## src/rtl/rail_fence_pkg.sv

```systemverilog
// Shared definitions for the 2-rail Rail-Fence encryptor/decryptor cores and their benches.
// Reference mappings: y[2k] = x[k], y[2k+1] = x[k+HALF_W].
package rail_fence_pkg;

    localparam int unsigned DEFAULT_DATA_W = 256;
    localparam int unsigned DEFAULT_HALF_W = DEFAULT_DATA_W / 2;

    typedef enum logic {
        S_IDLE = 1'b0,
        S_CALC = 1'b1
    } rf_state_t;

    function automatic logic [DEFAULT_DATA_W-1:0] rf_encode(input logic [DEFAULT_DATA_W-1:0] x);
        logic [DEFAULT_DATA_W-1:0] y;
        y = '0;
        for (int unsigned k = 0; k < DEFAULT_HALF_W; k++) begin
            y[2*k]     = x[k];
            y[2*k + 1] = x[k + DEFAULT_HALF_W];
        end
        return y;
    endfunction

    function automatic logic [DEFAULT_DATA_W-1:0] rf_decode(input logic [DEFAULT_DATA_W-1:0] y);
        logic [DEFAULT_DATA_W-1:0] x;
        x = '0;
        for (int unsigned k = 0; k < DEFAULT_HALF_W; k++) begin
            x[k]                  = y[2*k];
            x[k + DEFAULT_HALF_W] = y[2*k + 1];
        end
        return x;
    endfunction

endpackage

```

## src/rtl/rail_fence_encoder_core.sv

```systemverilog
// Bit-serial 2-rail Rail-Fence encryptor: one (hi, lo) rail pair per CALC cycle,
// result published in one step with a single-cycle o_finished pulse.
module rail_fence_encoder_core
    import rail_fence_pkg::*;
#(
    parameter int unsigned DATA_W = DEFAULT_DATA_W
) (
    input  logic              i_clk,
    input  logic              i_rst_new,
    input  logic              i_start,
    input  logic [DATA_W-1:0] i_dec,
    output logic [DATA_W-1:0] o_enc,
    output logic              o_finished,
    output logic              o_busy
);

    localparam int unsigned HALF_W = DATA_W / 2;
    localparam int unsigned CNT_W  = $clog2(HALF_W);
    localparam logic [CNT_W-1:0] LAST_CNT = CNT_W'(HALF_W - 1);

    rf_state_t          state_r;
    rf_state_t          state_nxt;
    logic [CNT_W-1:0]   cnt_r;
    logic [DATA_W-1:0]  plain_r;
    logic [DATA_W-3:0]  shift_r;
    logic [DATA_W-1:0]  shift_nxt;
    logic [HALF_W-1:0]  lo_rail;
    logic [HALF_W-1:0]  hi_rail;
    logic [1:0]         pair;
    logic               accept;
    logic               last;

    assign lo_rail   = plain_r[HALF_W-1:0];
    assign hi_rail   = plain_r[DATA_W-1:HALF_W];
    assign pair      = {hi_rail[cnt_r], lo_rail[cnt_r]};
    // Pairs enter at the MSB end; the oldest pair has reached bits [1:0] once
    // HALF_W pairs are in, so the bottom two bits never need to be stored.
    assign shift_nxt = {pair, shift_r};
    assign o_busy    = (state_r == S_CALC);

    always_ff @(posedge i_clk or negedge i_rst_new) begin
        if (!i_rst_new) begin
            state_r <= S_IDLE;
        end else begin
            state_r <= state_nxt;
        end
    end

    always_comb begin
        state_nxt = state_r;
        accept    = 1'b0;
        last      = 1'b0;
        case (state_r)
            S_IDLE: begin
                if (i_start) begin
                    accept    = 1'b1;
                    state_nxt = S_CALC;
                end
            end
            S_CALC: begin
                if (cnt_r == LAST_CNT) begin
                    last      = 1'b1;
                    state_nxt = S_IDLE;
                end
            end
            default: state_nxt = S_IDLE;
        endcase
    end

    always_ff @(posedge i_clk or negedge i_rst_new) begin
        if (!i_rst_new) begin
            plain_r    <= '0;
            shift_r    <= '0;
            cnt_r      <= '0;
            o_enc      <= '0;
            o_finished <= 1'b0;
        end else begin
            o_finished <= last;
            if (accept) begin
                plain_r <= i_dec;
                shift_r <= '0;
                cnt_r   <= '0;
            end else if (state_r == S_CALC) begin
                shift_r <= shift_nxt[DATA_W-1:2];
                if (last) begin
                    cnt_r <= '0;
                    o_enc <= shift_nxt;
                end else begin
                    cnt_r <= cnt_r + 1'b1;
                end
            end
        end
    end

endmodule

```

## config.mk

```make
export PLATFORM = sky130hd
export DESIGN_NAME = rail_fence_encoder_core
export DESIGN_NICKNAME = d
export VERILOG_FILES = /design/src/rtl/rail_fence_pkg.sv /design/src/rtl/rail_fence_encoder_core.sv
export SDC_FILE = /design/constraint.sdc
export NUM_CORES = 1
export LEC_CHECK = 0
export CORE_MARGIN = 1.5
export CORE_UTILIZATION = 32
export CTS_CLUSTER_SIZE = 10
export DETAILED_ROUTE_END_ITERATION = 8
export GPL_TIMING_DRIVEN = 1
export PLACE_DENSITY = 0.64
export SLEW_MARGIN = 30
export SYNTH_ARGS = -nofsm -noshare
export SYNTH_HDL_FRONTEND = slang
export SYNTH_SLANG_ARGS = --single-unit
export TNS_END_PERCENT = 50
```

## constraint.sdc

```tcl
create_clock -name i_clk -period 5.2 [get_ports i_clk]
set_clock_uncertainty 0.05 [all_clocks]
set_input_delay 1.3 -clock i_clk [delete_from_list [all_inputs] [get_ports i_clk]]
set_output_delay 1.3 -clock i_clk [all_outputs]
set_load 0.01 [all_outputs]
```

# [After elaboration in Yosys (flattened, before gate mapping)]
# Index checks and enable logic that the tools add are counted.
# Widths: inputs -> output; s select.
[word_totals] reg_bits=775 inputBits=259 word_cells=28
[op_classes] n_addsub=1 n_lt_le_gt_ge=1 n_eq_ne=1 n_mux=15 bitwise=2 n_reduce_logical=2
[op_table] operator="$mux 254" count=2
[op_table] operator="$mux 7" count=3
[op_table] operator="$bmux 1 s7" count=2
[op_table] operator="$lt 7x8->1 const B" count=1
[op_table] operator="$add 7x1->7 const B" count=1
[op_table] operator="$eq 7x7->1 const B" count=1
[op_table] operator="$mux 1" count=7
[op_table] operator="$reduce_and 3->1" count=1
[op_table] operator="$not 1->1" count=2
[op_table] operator="$pmux 1 s2" count=1
[op_table] operator="$reduce_bool 2->1" count=1

# [Longest topological paths before layout]
[logic_depth] depth_word=6 ltp_mapped=10

# [Worst setup path before layout]
# OpenSTA, ideal clock, no wires.
[synth_path] path_kind="input -> register" from="input port i_start" to="register plain_r[215]" setup_time_ns=0.125 t_arrival_ns=2.585 required_time_ns=5.025 slack_ns=2.440 path_stages=5 path_buffers=3 cell_sequence="nor2b_1 -> clkbuf_1 -> clkbuf_1 -> clkbuf_1 -> mux2_2"
[synth_between] elab_chain_len=2
[synth_lines] element="start, declared" line_no="rail_fence_encoder_core.sv:10" source="input logic i_start,"
[synth_lines] element="$mux 1" line_no="rail_fence_encoder_core.sv:55" source="if (i_start) begin"
[synth_lines] element="$mux 1" line_no="rail_fence_encoder_core.sv:53" source="case (state_r)"
[synth_lines] element="end signal, assigned" line_no="rail_fence_encoder_core.sv:80" source="plain_r <= i_dec;"
[synth_lines] element="end, declared" line_no="rail_fence_encoder_core.sv:24" source="logic [DATA_W-1:0] plain_r;"
# Every way passes these cells.
# A chain may end at the register's enable or synchronous reset.

# [Worst setup path in the final report]
[layout_path] from="register cnt_r[0]" to="register o_enc[30]"
[layout_between] elab_chain_len=4
[layout_lines] element="start, declared" line_no="rail_fence_encoder_core.sv:23" source="logic [CNT_W-1:0] cnt_r;"
[layout_lines] element="start signal, assigned" line_no="rail_fence_encoder_core.sv:89" source="cnt_r <= cnt_r + 1'b1;"
[layout_lines] element="$eq 7x7->1" line_no="rail_fence_encoder_core.sv:61" source="if (cnt_r == LAST_CNT) begin"
[layout_lines] element="$mux 1" line_no="rail_fence_encoder_core.sv:61"
[layout_lines] element="$mux 1" line_no="rail_fence_encoder_core.sv:53"
[layout_lines] element="$reduce_and 3->1 (no source line)"
[layout_lines] element="end signal, assigned" line_no="rail_fence_encoder_core.sv:87" source="o_enc <= shift_nxt;"
[layout_lines] element="end, declared" line_no="rail_fence_encoder_core.sv:12" source="output logic [DATA_W-1:0] o_enc,"
# Every way passes these cells.

==> reports/qor.yml <==
synth_top_area_cell: "dfrtp_1"
drive_above_1_share_pct: 29.9
status: "complete, no violations"
hold_path_class: "reg -> reg"
fill_cells: 8603
crit_arrival_ps: 3790
worst_pin_slew_ps: 934
cp-end-kind: "flip-flop"
postCtsHoldBufs: 0
die_h_microns: 311
initial_utilization_pct: 32.4
dpl_cell_area_sq_mm: 0.0369
area_delta_synth_final_pct: 30.3
gp_congestion: 0.815
clkSinkCount: 775
worstSetupPathType: "reg -> reg"
clockBufferDepth: 3
p_per_area_mw_per_mm2: 396
antenna_found_initial: 9
irDropWorstVdd_uv: 251
tns_ps: 0
ys_seq_elements: 775
synthArstFlopShare_pct: 100
yosysSeqAreaShare_pct: 64.0
synth_edf_count: 0
synth_top_area_share_pct: 64.0
synth_warnings: 0
grtUsageTotal_pct: 16.1
rsz0062_at_grt: "false"
drtPass1Iterations: 5
slowest_stage: "dfrtp_4"
num_rows: 112
post-route-drc-count: 0
yosys_most_used_dff: "dfrtp_1"
maxSlewViolCount: 0
drt_wl_total_microns: 77800
ios: 517
via_count: 18300
finalCritPeriodShare_pct: 63.5
io_buffers: 516
postCtsSetupBuffers: 0
finalHoldViolCount: 0
setup_viol: 0
syn-num-nets: 2150
core_sq_mm: 0.0936
cts_tree: "yes"
syn_avg_cell_area_sq_um: 16.0
cts_resized: 0
wl_per_cell_microns: 21.1
synth.area.top_cells: "dfrtp_1 (64%), mux2_2 (19%), a22o_1 (7.3%), mux4_2 (3.6%), mux2i_1 (1.5%)"
ant_nets: 0
hpwl_microns: 53200
grt_pass1_vias: 19800
die_w_microns: 311
crit_fanout: 134
syn_area_sq_mm: 0.0303
cp_cell_sequence: "ha_1 -> nand3_1 -> or2_2 -> nor2_4 -> buf_12 -> mux2_2"
root_buffer: "clkbuf_16"
grt-ovfl-total: 0
power.leakage_nw: 17.5
num-nets-final: 2660
synthCells: 1890
crit_required_ps: 5690
multiInputGateArea_sq_mm: 0.0103
slew_headroom_pct: 37.8
grt_pass1_wl_microns: 122000
final_area_sq_mm: 0.0395
max_stage_delay_ps: 820
htree_levels: 3
die-area_sq_mm: 0.0966
synth_cell_types: 36
drt_iter0_markers: 1060
grt_max_degree: 160
crit_path_start_kind: "flip-flop"
maxCapViolations: 0
clk_latency_ps: 670
cts.clk_slew.worst_paths_ps: 60
seq_area_sq_mm: 0.0194
cts_buffers: 90
fmax_mhz: 303
via_per_inst: 4.98
period_needed_ps: 3300
[metal layers]
| metal | wire length, microns | GRT usage, % | vias to the layer above |
|---|---|---|---|
| met2 | 38100 | 26.4 | 503 |
| li1 | - | - | 8056 |
| met1 | 31800 | 19.9 | 9657 |
| met5 | 52 | 0 | - |
| met3 | 5860 | 5.37 | 119 |
| met4 | 2000 | 5.57 | 8 |
[cell type report]
cell class,instances,area share [%]
well taps,1254,3.97
inverters,2,0.0190
clock inverters,13,0.437
clock buffers,105,5.92
flip-flops and latches,775,49.1
multi-input cells,971,26.0
repair buffers,560,14.5
diodes,6,0.0380
[worst max-delay path, delay by kind of cell, from the launching register on]
family	cells	cell delay (ps)
fa+ha+maj	1	300
simple gates	3	850
mux	1	410
buf+inv	1	570
flops	1	820
[sequential cells by signal, summed over array words and instances (netlist names)]
register / cells
cnt_r: 7
plain_r: 256
o_finished: 1
o_enc: 256
o_busy: 1
shift_r: 254
[metrics by stage]
stage          power, mW  setup WS [ps]  utilization, %  hold slack, ps  cells
5_1_grt             16.4           1680            42.2             445   3685
2_1_floorplan       9.02           2440               -             407   1890
6_report            15.6           1900            42.2             449   3686
3_3_place_gp        10.1           1720            39.5             427   3561
4_1_cts             15.9           1840            42.1             454   3679
3_5_place_dp        10.1           1710            39.5             441   3561
[logic make-up after synthesis]
family,share of synthesized area [%]
adder cells (fa/ha/maj),0.0413
flip-flops,64.0
AND/OR/NAND/NOR,0.830
multiplexers,24.3
XOR/XNOR,0.0289
AO/OA/AOI/OAI,8.64
buffers and inverters,2.20
[synthesized netlist by cell type (5+ instances only)]
library cell,instances
clkbuf_1,92
nor2b_1,9
buf_6,6
mux4_2,48
mux2_2,516
o22ai_1,18
o21ai_0,9
nor2_1,12
mux2i_1,46
buf_2,37
nand2_1,10
a21oi_1,5
dfrtp_1,775
a22o_1,254
a211oi_1,8
[final timing paths]
| kind | end | slack (ps) | cells past startpoint | from |
|---|---|---|---|---|
| setup / recovery | o_enc[30] | 1900 | 6 | cnt_r[0] |
| min in group asynchronous | plain_r[139] | 460 | 1 | i_rst_new |
| hold / removal | plain_r[234] | 450 | 1 | plain_r[234] |
| hold reg to reg | plain_r[234] | 450 | 1 | plain_r[234] |
| setup reg to reg | o_enc[30] | 1900 | 6 | cnt_r[0] |
| max in group asynchronous | plain_r[86] | 3420 | 3 | i_rst_new |
[cell usage in the layout, fill, tap and decap left out, drive strengths merged]
cell type,netlist,layout
nand3b,1,1
o22ai,18,18
nand3,4,4
inv,2,6
ha,1,1
a211oi,8,8
xor2,1,1
or2,2,2
a21o,2,2
a21oi,5,5
clkbuf,92,105
nor4b,4,4
nor2b,9,9
a2111oi,4,4
mux2i,46,46
a22o,254,254
and2,1,1
o22a,2,2
o31ai,3,3
mux4,48,48
diode,0,6
dfrtp,775,775
o211ai,2,2
a221o,2,2
clkdlybuf4s50,0,515
nand2,10,10
buf,50,45
nor2,12,12
and3,1,1
bufinv,0,1
nand2b,4,4
o32a,2,2
o21ai,9,9
clkinv,0,8
mux2,516,516
[power breakdown]
group / internal (mW) / switching, mW / leakage [nW]
clock network: 3.21 / 2.42 / 1.23
logic: 1.48 / 1.14 / 6.14
registers: 6.75 / 0.637 / 10.2
total: 11.4 / 4.20 / 17.5
No activity file was read; power rests on OpenSTA's default activity.
